--- src/rtl/branch_cond_unit.sv ---
// +--------------------------------------------------------------------------+
// | Module      : branch_cond_unit                                           |
// | Description : Conditional-branch resolver. Holds a branch request from   |
// |               decode until the ALU flags are committed, then evaluates   |
// |               the condition and issues a PC redirect (taken) or reports  |
// |               fall-through (not taken).                                  |
// | Option      : BRCU_STATS_EN adds saturating taken/not-taken counters.     |
// | Ports       : clk, reset (async, active-high)                            |
// |               br_valid_i/br_ready_o, br_cond_i, br_pc_i, br_offset_i     |
// |               flags_pending_i, z_i, n_i, v_i  (status register flags)    |
// |               redir_valid_o/redir_ready_i, redir_pc_o, flush_o           |
// |               done_o, taken_o, [taken_cnt_o, nottaken_cnt_o]             |
// | Revision    : 1.0  initial release                                       |
// +--------------------------------------------------------------------------+
`default_nettype none

module branch_cond_unit #(
  parameter int ADDR_W = 32
) (
  input  logic              clk,
  input  logic              reset,
  input  logic              br_valid_i,
  output logic              br_ready_o,
  input  logic [3:0]        br_cond_i,
  input  logic [ADDR_W-1:0] br_pc_i,
  input  logic [ADDR_W-1:0] br_offset_i,
  input  logic              flags_pending_i,
  input  logic              z_i,
  input  logic              n_i,
  input  logic              v_i,
  output logic              redir_valid_o,
  input  logic              redir_ready_i,
  output logic [ADDR_W-1:0] redir_pc_o,
  output logic              flush_o,
  output logic              done_o,
  output logic              taken_o
`ifdef BRCU_STATS_EN
  ,
  output logic [15:0]       taken_cnt_o,
  output logic [15:0]       nottaken_cnt_o
`endif
);

  typedef enum logic [1:0] {
    S_IDLE     = 2'd0,
    S_WAIT     = 2'd1,
    S_REDIRECT = 2'd2
  } state_t;

  state_t              state_q, state_d;
  logic [3:0]          cond_q;
  logic [ADDR_W-1:0]   pc_q;
  logic [ADDR_W-1:0]   offset_q;
  logic [ADDR_W-1:0]   redir_pc_q;
  logic                taken_q;
  logic                done_q;

  logic                w_accept;
  logic                w_eval;
  logic                w_cond_true;
  logic [ADDR_W-1:0]   w_target;
  logic [ADDR_W-1:0]   w_fallthru;

  assign w_accept = (state_q == S_IDLE) && br_valid_i;
  // Flags are only trusted in the first WAIT cycle without a pending writer.
  assign w_eval   = (state_q == S_WAIT) && !flags_pending_i;

  // Offset counts words; the shift drops the top two bits (silent wrap).
  assign w_target   = pc_q + (offset_q << 2);
  assign w_fallthru = pc_q + ADDR_W'(4);

  always_comb begin
    w_cond_true = 1'b0;
    case (cond_q)
      4'b0000: w_cond_true = z_i;
      4'b0001: w_cond_true = !z_i;
      4'b0010: w_cond_true = n_i;
      4'b0011: w_cond_true = !n_i;
      4'b0100: w_cond_true = v_i;
      4'b0101: w_cond_true = !v_i;
      4'b0110: w_cond_true = n_i ^ v_i;
      4'b0111: w_cond_true = !(n_i ^ v_i);
      4'b1000: w_cond_true = !z_i && !(n_i ^ v_i);
      4'b1001: w_cond_true = z_i || (n_i ^ v_i);
      4'b1110: w_cond_true = 1'b1;
      default: w_cond_true = 1'b0;
    endcase
  end

  always_comb begin
    state_d = state_q;
    case (state_q)
      S_IDLE:     if (br_valid_i) state_d = S_WAIT;
      S_WAIT:     if (!flags_pending_i) state_d = w_cond_true ? S_REDIRECT : S_IDLE;
      S_REDIRECT: if (redir_ready_i) state_d = S_IDLE;
      default:    state_d = S_IDLE;
    endcase
  end

  always_ff @(posedge clk or posedge reset) begin
    if (reset) begin
      state_q    <= S_IDLE;
      cond_q     <= 4'd0;
      pc_q       <= '0;
      offset_q   <= '0;
      redir_pc_q <= '0;
      taken_q    <= 1'b0;
      done_q     <= 1'b0;
    end else begin
      state_q <= state_d;
      done_q  <= w_eval;
      if (w_accept) begin
        cond_q   <= br_cond_i;
        pc_q     <= br_pc_i;
        offset_q <= br_offset_i;
      end
      if (w_eval) begin
        taken_q    <= w_cond_true;
        redir_pc_q <= w_cond_true ? w_target : w_fallthru;
      end
    end
  end

  assign br_ready_o    = (state_q == S_IDLE);
  assign redir_valid_o = (state_q == S_REDIRECT);
  assign flush_o       = redir_valid_o && redir_ready_i;
  assign redir_pc_o    = redir_pc_q;
  assign taken_o       = taken_q;
  assign done_o        = done_q;

`ifdef BRCU_STATS_EN
  logic [15:0] taken_cnt_q;
  logic [15:0] nottaken_cnt_q;

  always_ff @(posedge clk or posedge reset) begin
    if (reset) begin
      taken_cnt_q    <= 16'd0;
      nottaken_cnt_q <= 16'd0;
    end else if (w_eval) begin
      if (w_cond_true) begin
        if (taken_cnt_q != 16'hFFFF) taken_cnt_q <= taken_cnt_q + 16'd1;
      end else begin
        if (nottaken_cnt_q != 16'hFFFF) nottaken_cnt_q <= nottaken_cnt_q + 16'd1;
      end
    end
  end

  assign taken_cnt_o    = taken_cnt_q;
  assign nottaken_cnt_o = nottaken_cnt_q;
`endif

endmodule

`default_nettype wire

--- config.mk ---
export PLATFORM = sky130hd
export DESIGN_NAME = branch_cond_unit
export DESIGN_NICKNAME = d
export VERILOG_FILES = /design/src/rtl/branch_cond_unit.sv
export SDC_FILE = /design/constraint.sdc
export NUM_CORES = 1
export LEC_CHECK = 0
export ABC_CLOCK_PERIOD_IN_PS = 4870
export CAP_MARGIN = 20
export CORE_ASPECT_RATIO = 0.75
export CORE_UTILIZATION = 35
export DETAILED_ROUTE_END_ITERATION = 12
export PLACE_DENSITY = 0.59
export SLEW_MARGIN = 20
export SYNTH_ARGS = -nofsm -noshare
export SYNTH_HDL_FRONTEND = slang
export SYNTH_SLANG_ARGS = --single-unit
--- constraint.sdc ---
create_clock -name clk -period 4.87 [get_ports clk]
set_input_delay 0.487 -clock clk [delete_from_list [all_inputs] [get_ports clk]]
set_output_delay 0.487 -clock clk [all_outputs]
set_load 0.05 [all_outputs]
Yosys cells after proc, flatten, opt, wreduce, memory -nomap -nowiden
Index checks and enable logic that the tools add are counted.
Cells by class
  $add $sub $neg: 2
  multipliers: 0
  divide/modulo/power cells: 0
  $lt $le $gt $ge: 0
  equal/unequal tests: 15
  shift-type cells: 0
  muxes and demuxes: 7
  bitwise gates (word level): 1
  reduce and logical (&&, ||, !) cells: 13
Operators by type and width (number)
  32-bit by 3-bit adder with 32-bit output, second input constant: 1
  32-bit adder: 1
  32-bit two-way mux: 1
  4-bit by 3-bit == test with 1-bit output, second input constant: 4
  4-bit == test, second input constant: 3
  1-bit one-hot mux with 11 select lines: 1
  4-bit by 2-bit == test with 1-bit output, second input constant: 2
  2-bit two-way mux: 4
  2-bit one-hot mux with 3 select lines: 1
  1-bit zero test: 5
  4-bit by 1-bit == test with 1-bit output, second input constant: 1
  1-bit logical AND: 4
  4-bit zero test: 1
  2-bit != test, second input constant: 2
  3-bit AND reduction: 1
  2-bit by 1-bit == test with 1-bit output, second input constant: 1
  2-bit == test, second input constant: 1
  2-bit zero test: 1
  2-bit by 1-bit != test with 1-bit output, second input constant: 1
  1-bit logical OR: 1
  1-bit bitwise XOR: 1
Word-level totals
  flip-flop bits (word level): 102
  latch bits: 0
  memory bits (writable): 0
  memory bits (read-only): 0
  input bits: 76
  output and inout bits: 37
  logic and storage cells: 45
  memories kept: 0

Longest topological paths before layout
Gate-level depths: netlist of the first run.
  depth in word-level cells: 7
  mapped depth: 17
  gate-level depth less buffers: 16

Worst setup path after synthesis of the first run
No wires, ideal clock.
  path kind: input -> register
  from: in n_i
  to: reg redir_pc_q[24], in the netlist redir_pc_o[24]
  setup time: 0.129 ns
  arrival: 3.557 ns
  data required time: 4.741 ns
  path slack: 1.185 ns
  stages: 15
  path buffers: 1
  cells stage by stage: xor2_1 or4_1 nand4b_1 clkbuf_1 and2_1 nand2_1 fa_1 nor2b_2 o31a_1 o21ai_2 a211oi_4 o21ai_2 o21ai_2 a31oi_1 a2111o_1
On the way
  cells in the longest elaborated chain, start to end: 5
  elaborated cells between the ends (all ways): 7
RTL lines
  from (decl): line 29  | input logic n_i,
  1-bit bitwise XOR
  1-bit zero test: line 82, 83
  1-bit logical AND: line 83  | 4'b1000: w_cond_true = !z_i && !(n_i ^ v_i);
  1-bit one-hot mux with 11 select lines *: line 74  | case (cond_q)
  32-bit two-way mux *: line 119  | redir_pc_q <= w_cond_true ? w_target : w_fallthru;
  to (signal assigned): line 119
  to (decl): line 54  | logic [ADDR_W-1:0] redir_pc_q;
Every way passes the cells marked *; elsewhere a longest branch is shown, timed or not.
A chain may end at the register's enable or synchronous reset.

Worst setup path in the final report of the first run
  from: in v_i
  to: reg redir_pc_q[24], in the netlist redir_pc_o[24]
On the way
  cells in the longest elaborated chain, start to end: 5
  elaborated cells between the ends (all ways): 7
RTL lines
  from (decl): line 30  | input logic v_i,
  1-bit bitwise XOR
  1-bit zero test: line 82, 83
  1-bit logical AND: line 83
  1-bit one-hot mux with 11 select lines *: line 74
  32-bit two-way mux *: line 119
Marked as above.

==> metrics.cfg, run 1 <==
[routing]
ant_nets=0
viasPerCell=5.15
wl_per_cell_um=15.7
vias=4441
drt-initial-drc-count=191
drtPass1Iterations=4
finalWirelength_mm=13.5
drc=0

[min_path]
hold_depth=2
hp-class=reg2reg
worstHoldStart=pc_q[1]
whs_endpoint=redir_pc_o[1]

[finish]
antenna_cells=0
final_common_cell=clkdlybuf4s50_1
layout-drive-gt1-share_pct=14.9
register_area_um2=2550
multi_input_area_um2=2960
fillCellCount=1415
layout_common_cells=clkdlybuf4s50_1, dfrtp_1, mux2_2
area_growth_pct=27.6
nNetsFinal=758

[worst_setup_path]
required_ps=5110
crit_type=in2reg
timing.rr.start=cond_q[1]
worst_ep_arrival_time_ps=4190
r2r_slack_ps=1210
cp-end-kind=flip-flop
start_kind=input port
r2r_end=redir_pc_o[24]
cp_max_fo=5
ff2ff_path_depth=16

[cts]
cts_tree=yes
h-tree-depth=3
cts_made_buffers=9
cts_buffer_depth=2
cts_setup_buffers=0
clock_latency_ps=360
clock-sinks=102
ctsResizeCount=0
cts_hold_buf=0
cts_root_buf=clkbuf_16
path_clk_slew_ps=70

[timing]
finalCriticalPeriod_ps=3960
rsz0062_at_grt=no
tightest_slew_ps=862
max_slew_margin_pct=42.6
setup_violations=0
finClkSkew_ps=8.89
min_period_over_period_pct=81.2
hold_violations=0
drv_slew=0
fmax_ghz=0.253
tns_ps=0

[synthesis]
avgSynthCellArea_um2=10.3
synth-seq-area-share_pct=44.9
ys.flop_type=dfrtp_1
ys_warn_count=0
syn-cell-area_um2=5690
syn_inst=555
synth_cell_type_count=57
async_flop_share_pct=100
synthesis.nets=661
synth_seq_cells=102
synth_edf_count=0

[floorplan]
rows=39
dieArea_um2=16800
start_util_pct=36.5
io_pins=113
fp.dieW_um=149
die_h_um=112
core_area_um2=15600

[place]
place.gp.congestion=0.806
portBuffers=110
dp_hpwl_mm=9.87

[grt]
overflow=0
grt_pass1_wl_mm=22.9
grt_max_degree=70
antenna_found_initial=0
grtUsageTotal_pct=17.5
grt_pass1_vias=4568

[outcome]
status=finished clean

[job]
maxCapViolCount=0

==> cell families (layout without fill, tap and decap cells) <==
| family | count (synthesis) | in the layout | share of synthesized area, % |
|---|---|---|---|
| AO/OA/AOI/OAI | 119 | 119 | 13.6 |
| XOR/XNOR | 22 | 22 | 3.39 |
| adder cells (fa/ha/maj) | 30 | 30 | 6.73 |
| buffers and inverters | 44 | 146 | 3.19 |
| flip-flops | 102 | 102 | 44.9 |
| multiplexers | 69 | 69 | 13.5 |
| AND/OR/NAND/NOR | 169 | 169 | 14.7 |
==> stage by stage <==
stage / hold slack [ps] / worst slack, ps / utilization, % / cell area [µm²] / cells
6_report: 459 / 915 / 46.6 / 7260 / 862
5_1_grt: 494 / 515 / 46.6 / 7260 / 862
4_1_cts: 465 / 894 / 46.6 / 7260 / 862
3_5_place_dp: 457 / 517 / 44.7 / 6970 / 846
3_3_place_gp: 446 / 598 / 44.7 / 6970 / 846
2_1_floorplan: 435 / 1180 / - / 5690 / 555
==> worst max path at each step <==
stage	slack [ps]	endpoint	start
after floorplan	1180	redir_pc_o[24]	n_i
after global placement	600	redir_pc_o[24]	n_i
after detailed placement	520	redir_pc_o[24]	n_i
after CTS	890	redir_pc_o[24]	n_i
after global routing	520	redir_pc_o[28]	n_i
final	910	redir_pc_o[24]	v_i
==> layer usage <==
metal  wire, µm  share of wire [%]  track usage, %  vias up
met1       6930                 51            25.0     2137
met3        966                7.1            5.93       12
met4        167                1.2            5.24        0
met5          0                  0               0        -
li1           -                  -               -     2178
met2       5450                 40            24.7      114
==> synth_stat cells (4+ instances only) <==
| cell type | count | share of area (%) |
|---|---|---|
| dfrtp_1 | 102 | 45 |
| xnor2_1 | 11 | 1.7 |
| a211oi_1 | 4 | 0.53 |
| a31oi_1 | 5 | 0.55 |
| nor3_1 | 7 | 0.62 |
| xor2_1 | 11 | 1.7 |
| mux2i_1 | 5 | 0.88 |
| nand2b_1 | 6 | 0.66 |
| nor2_1 | 23 | 1.5 |
| and3_1 | 31 | 3.4 |
| o21ai_0 | 38 | 3.3 |
| nand3_1 | 11 | 0.97 |
| inv_1 | 15 | 0.99 |
| a21oi_1 | 24 | 2.1 |
| nand4_1 | 7 | 0.77 |
| a21o_1 | 10 | 1.3 |
| buf_2 | 4 | 0.35 |
| buf_1 | 6 | 0.40 |
| ha_1 | 29 | 6.4 |
| clkbuf_1 | 17 | 1.1 |
| nor2b_1 | 6 | 0.66 |
| mux2_2 | 64 | 13 |
| nand2_1 | 62 | 4.1 |
| o2111ai_1 | 4 | 0.62 |
| o21ai_2 | 4 | 0.62 |
==> worst max-delay path: stages <==
cell,delay (ps)
clkdlybuf4s50_1,490
xor2_1,200
or4_1,490
nand4b_1,130
and2_1,230
nand2_1,120
fa_1,470
nor2b_2,150
o31a_1,170
o21ai_2,100
a211oi_4,350
o21ai_2,120
o21ai_2,200
a31oi_1,100
a2111o_1,390
==> cell type report <==
class / count / area share (%)
Sequential cell: 102 / 35.2
Multi-Input combinational cell: 409 / 40.8
Clock buffer: 10 / 3.16
Tap cell: 205 / 3.53
Timing Repair Buffer: 115 / 15.7
Inverter: 15 / 0.810
Clock inverter: 6 / 0.862
==> sequential cells by signal, indices dropped and copies added (netlist names) <==
signal      cells
done_o          1
redir_pc_o     32
cond_q          4
offset_q       30
state_q         2
pc_q           32
taken_o         1
Power of run 1 is left out: the tool's default activity adds up to more than one toggle a clock period on the data nets, which glitch-free logic cannot reach.
==> run 2, diff against run 1 <==
--- a/config.mk
+++ b/config.mk
@@ -5,12 +5,12 @@
 export SDC_FILE = /design/constraint.sdc
 export NUM_CORES = 1
 export LEC_CHECK = 0
-export ABC_CLOCK_PERIOD_IN_PS = 4870
+export ABC_CLOCK_PERIOD_IN_PS = 3300
 export CAP_MARGIN = 20
 export CORE_ASPECT_RATIO = 0.75
 export CORE_UTILIZATION = 35
 export DETAILED_ROUTE_END_ITERATION = 12
-export PLACE_DENSITY = 0.59
+export PLACE_DENSITY = 0.61
 export SLEW_MARGIN = 20
 export SYNTH_ARGS = -nofsm -noshare
 export SYNTH_HDL_FRONTEND = slang
==> constraint.sdc (replaced) <==
create_clock -name clk -period 3.3 [get_ports clk]
set_input_delay 0.33 -clock clk [delete_from_list [all_inputs] [get_ports clk]]
set_output_delay 0.33 -clock clk [all_outputs]
set_load 0.05 [all_outputs]
==> run 2 against run 1 <==
The run now ends with setup timing left. Via count up 10%. Die area unchanged. Cell area up 22%. Worst setup slack worse by 1000 ps. Global-route usage up 1.0 points. First-iteration DRC count up 30%. Non-clock buffer count up 103.
==> metrics.cfg, run 2 (synthesis results as in run 1) <==
[floorplan]
fp.dieW_um=149  ; unchanged
start_util_pct=36.5  ; unchanged
core_area_um2=15600  ; unchanged
dieArea_um2=16800  ; unchanged
die_h_um=112  ; unchanged
io_pins=113  ; unchanged
rows=39  ; unchanged

[worst_setup_path]
cp_max_fo=7  ; +2
crit_type=reg2reg
cpLargestDelayFamily=compound AO/OA/AOI/OAI gates
required_ps=3540  ; -1570 ps
slowest_stage=dfrtp_1
slowest_delay_ps=420  ; -70 ps
worst_ep_arrival_time_ps=3640  ; -550 ps
start_kind=flip-flop
cp-end-kind=flip-flop
cpMostUsedCell=o21ai_2
path_buf_inv=2  ; +1
path_cells=mux2i_1, mux2i_1, nand4b_1, buf_6, buf_8, and3_4, ha_4, o21a_1, o31a_1, o21ai_2, a211oi_4, o21ai_2, o21ai_2, a31oi_1, a2111o_1

[place]
dp_hpwl_mm=11.3  ; +14%
dpl.cell_count=932  ; +10%
place.gp.congestion=0.905  ; +12%
portBuffers=110  ; unchanged

[grt]
grtUsageTotal_pct=18.5  ; +1.0 points
grt_pass1_wl_mm=24.3  ; +6.2%
grt_pass1_vias=4891  ; +7.1%
antenna_found_initial=0  ; unchanged
grt_max_degree=55  ; -21%
overflow=0  ; unchanged

[timing]
setup_violations=4  ; +4
drv_slew=0  ; unchanged
finClkSkew_ps=8.53  ; -0.362 ps
hold_violations=0  ; unchanged
max_slew_margin_pct=58.4  ; +16 points
min_period_over_period_pct=103
finalCriticalPeriod_ps=3400
rsz0062_at_grt=yes
layout_setup_ws_ps=-104  ; -1020 ps
tightest_slew_ps=624  ; -237 ps
fmax_ghz=0.294

[finish]
layout-drive-gt1-share_pct=39.6  ; +25 points
utilization_pct=56.9  ; +10 points
register_area_um2=2550  ; about the same
layout.cells.non_filler=965  ; +12%
layout_common_cells=clkdlybuf4s50_1, dfrtp_1, buf_4
nNetsFinal=861  ; +14%
fillCellCount=1265  ; -11%
antenna_cells=0  ; unchanged
final_common_cell=clkdlybuf4s50_1
multi_input_area_um2=3710  ; +25%
area_growth_pct=55.7

[routing]
drc=0  ; unchanged
ant_nets=0  ; unchanged
drtPass1Iterations=4  ; unchanged
vias=4902  ; +10%
finalWirelength_mm=16.0  ; +19%
wl_per_cell_um=16.6  ; +5.9%
viasPerCell=5.08  ; -1.4%
drt-initial-drc-count=249  ; +30%

[outcome]
status=complete, but fails checks
violations=setup timing

[cts]
cts_made_buffers=9  ; unchanged
path_clk_slew_ps=70  ; about the same
clock_latency_ps=360  ; about the same
h-tree-depth=3  ; unchanged
clock-sinks=102  ; unchanged
cts_tree=yes
cts_buffer_depth=2  ; unchanged
cts_hold_buf=0  ; unchanged
cts_root_buf=clkbuf_16

[job]
maxCapViolCount=0  ; unchanged

[min_path]
hp-class=in2async

-- run 2: changes by cell type in the layout (fill, tap and decap cells not counted), moves of 6 or more --
cell | previous run | this run
and3_4 | 0 | 18
o21ai_1 | 3 | 10
nor2_1 | 23 | 17
ha_4 | 0 | 23
ha_1 | 29 | 5
and3_1 | 31 | 13
a21oi_1 | 24 | 8
a21oi_2 | 2 | 13
o21ai_0 | 38 | 25
buf_6 | 0 | 13
buf_4 | 5 | 92
-- run 2: layout make-up --
cell class	count	area share, %
clock buffer	9	2.54
multi-input combinational	409	41.9
sequential	102	28.8
inverter	15	0.664
clock inverter	7	0.848
tap	205	2.90
timing repair buffer	218	22.3
-- run 2: path summary, 6_finish.rpt --
| kind | endpoint | cells past startpoint | slack, ps | startpoint |
|---|---|---|---|---|
| worst max-delay path | redir_pc_o[24] | 15 | -100 | cond_q[1] |
| min in group clk | redir_pc_o[1] | 2 | 480 | pc_q[1] |
| worst max register to register | redir_pc_o[24] | 15 | -100 | cond_q[1] |
| worst min register to register | redir_pc_o[1] | 2 | 480 | pc_q[1] |
| max in group asynchronous | redir_pc_o[14] | 3 | 2160 | reset |
| worst min-delay path | pc_q[1] | 2 | 390 | reset |
-- run 2: routing by layer --
layer  GRT usage, %  part of all wire (%)  up-vias
met5              0                     0        -
met4           5.65                   1.3        0
met3           5.41                   6.3       20
met2           27.9                    45      129
met1           25.6                    47     2375
li1               -                     -     2378
-- run 2: metrics by stage --
stage	worst slack (ps)	hold WS, ps	TNS [ps]	instance area (µm²)
after global routing	-292	451	-2290	8860
after CTS	-165	414	-999	8070
after global placement	-573	451	-9720	7630
after floorplan	-36.5	435	-62.6	5700
after detailed placement	-664	468	-11700	7630
final	-104	395	-204	8860
-- run 2: what timing repair did --
action / CTS / global route
gates cloned: 0 / 2
setup buffers: 6 / 10
endpoints found under the hold margin: 0 / 0
pin swaps: 17 / 55
endpoints found under the setup margin: 18 / 21
resized for setup: 29 / 130
Power of run 2 is left out for the same reason.
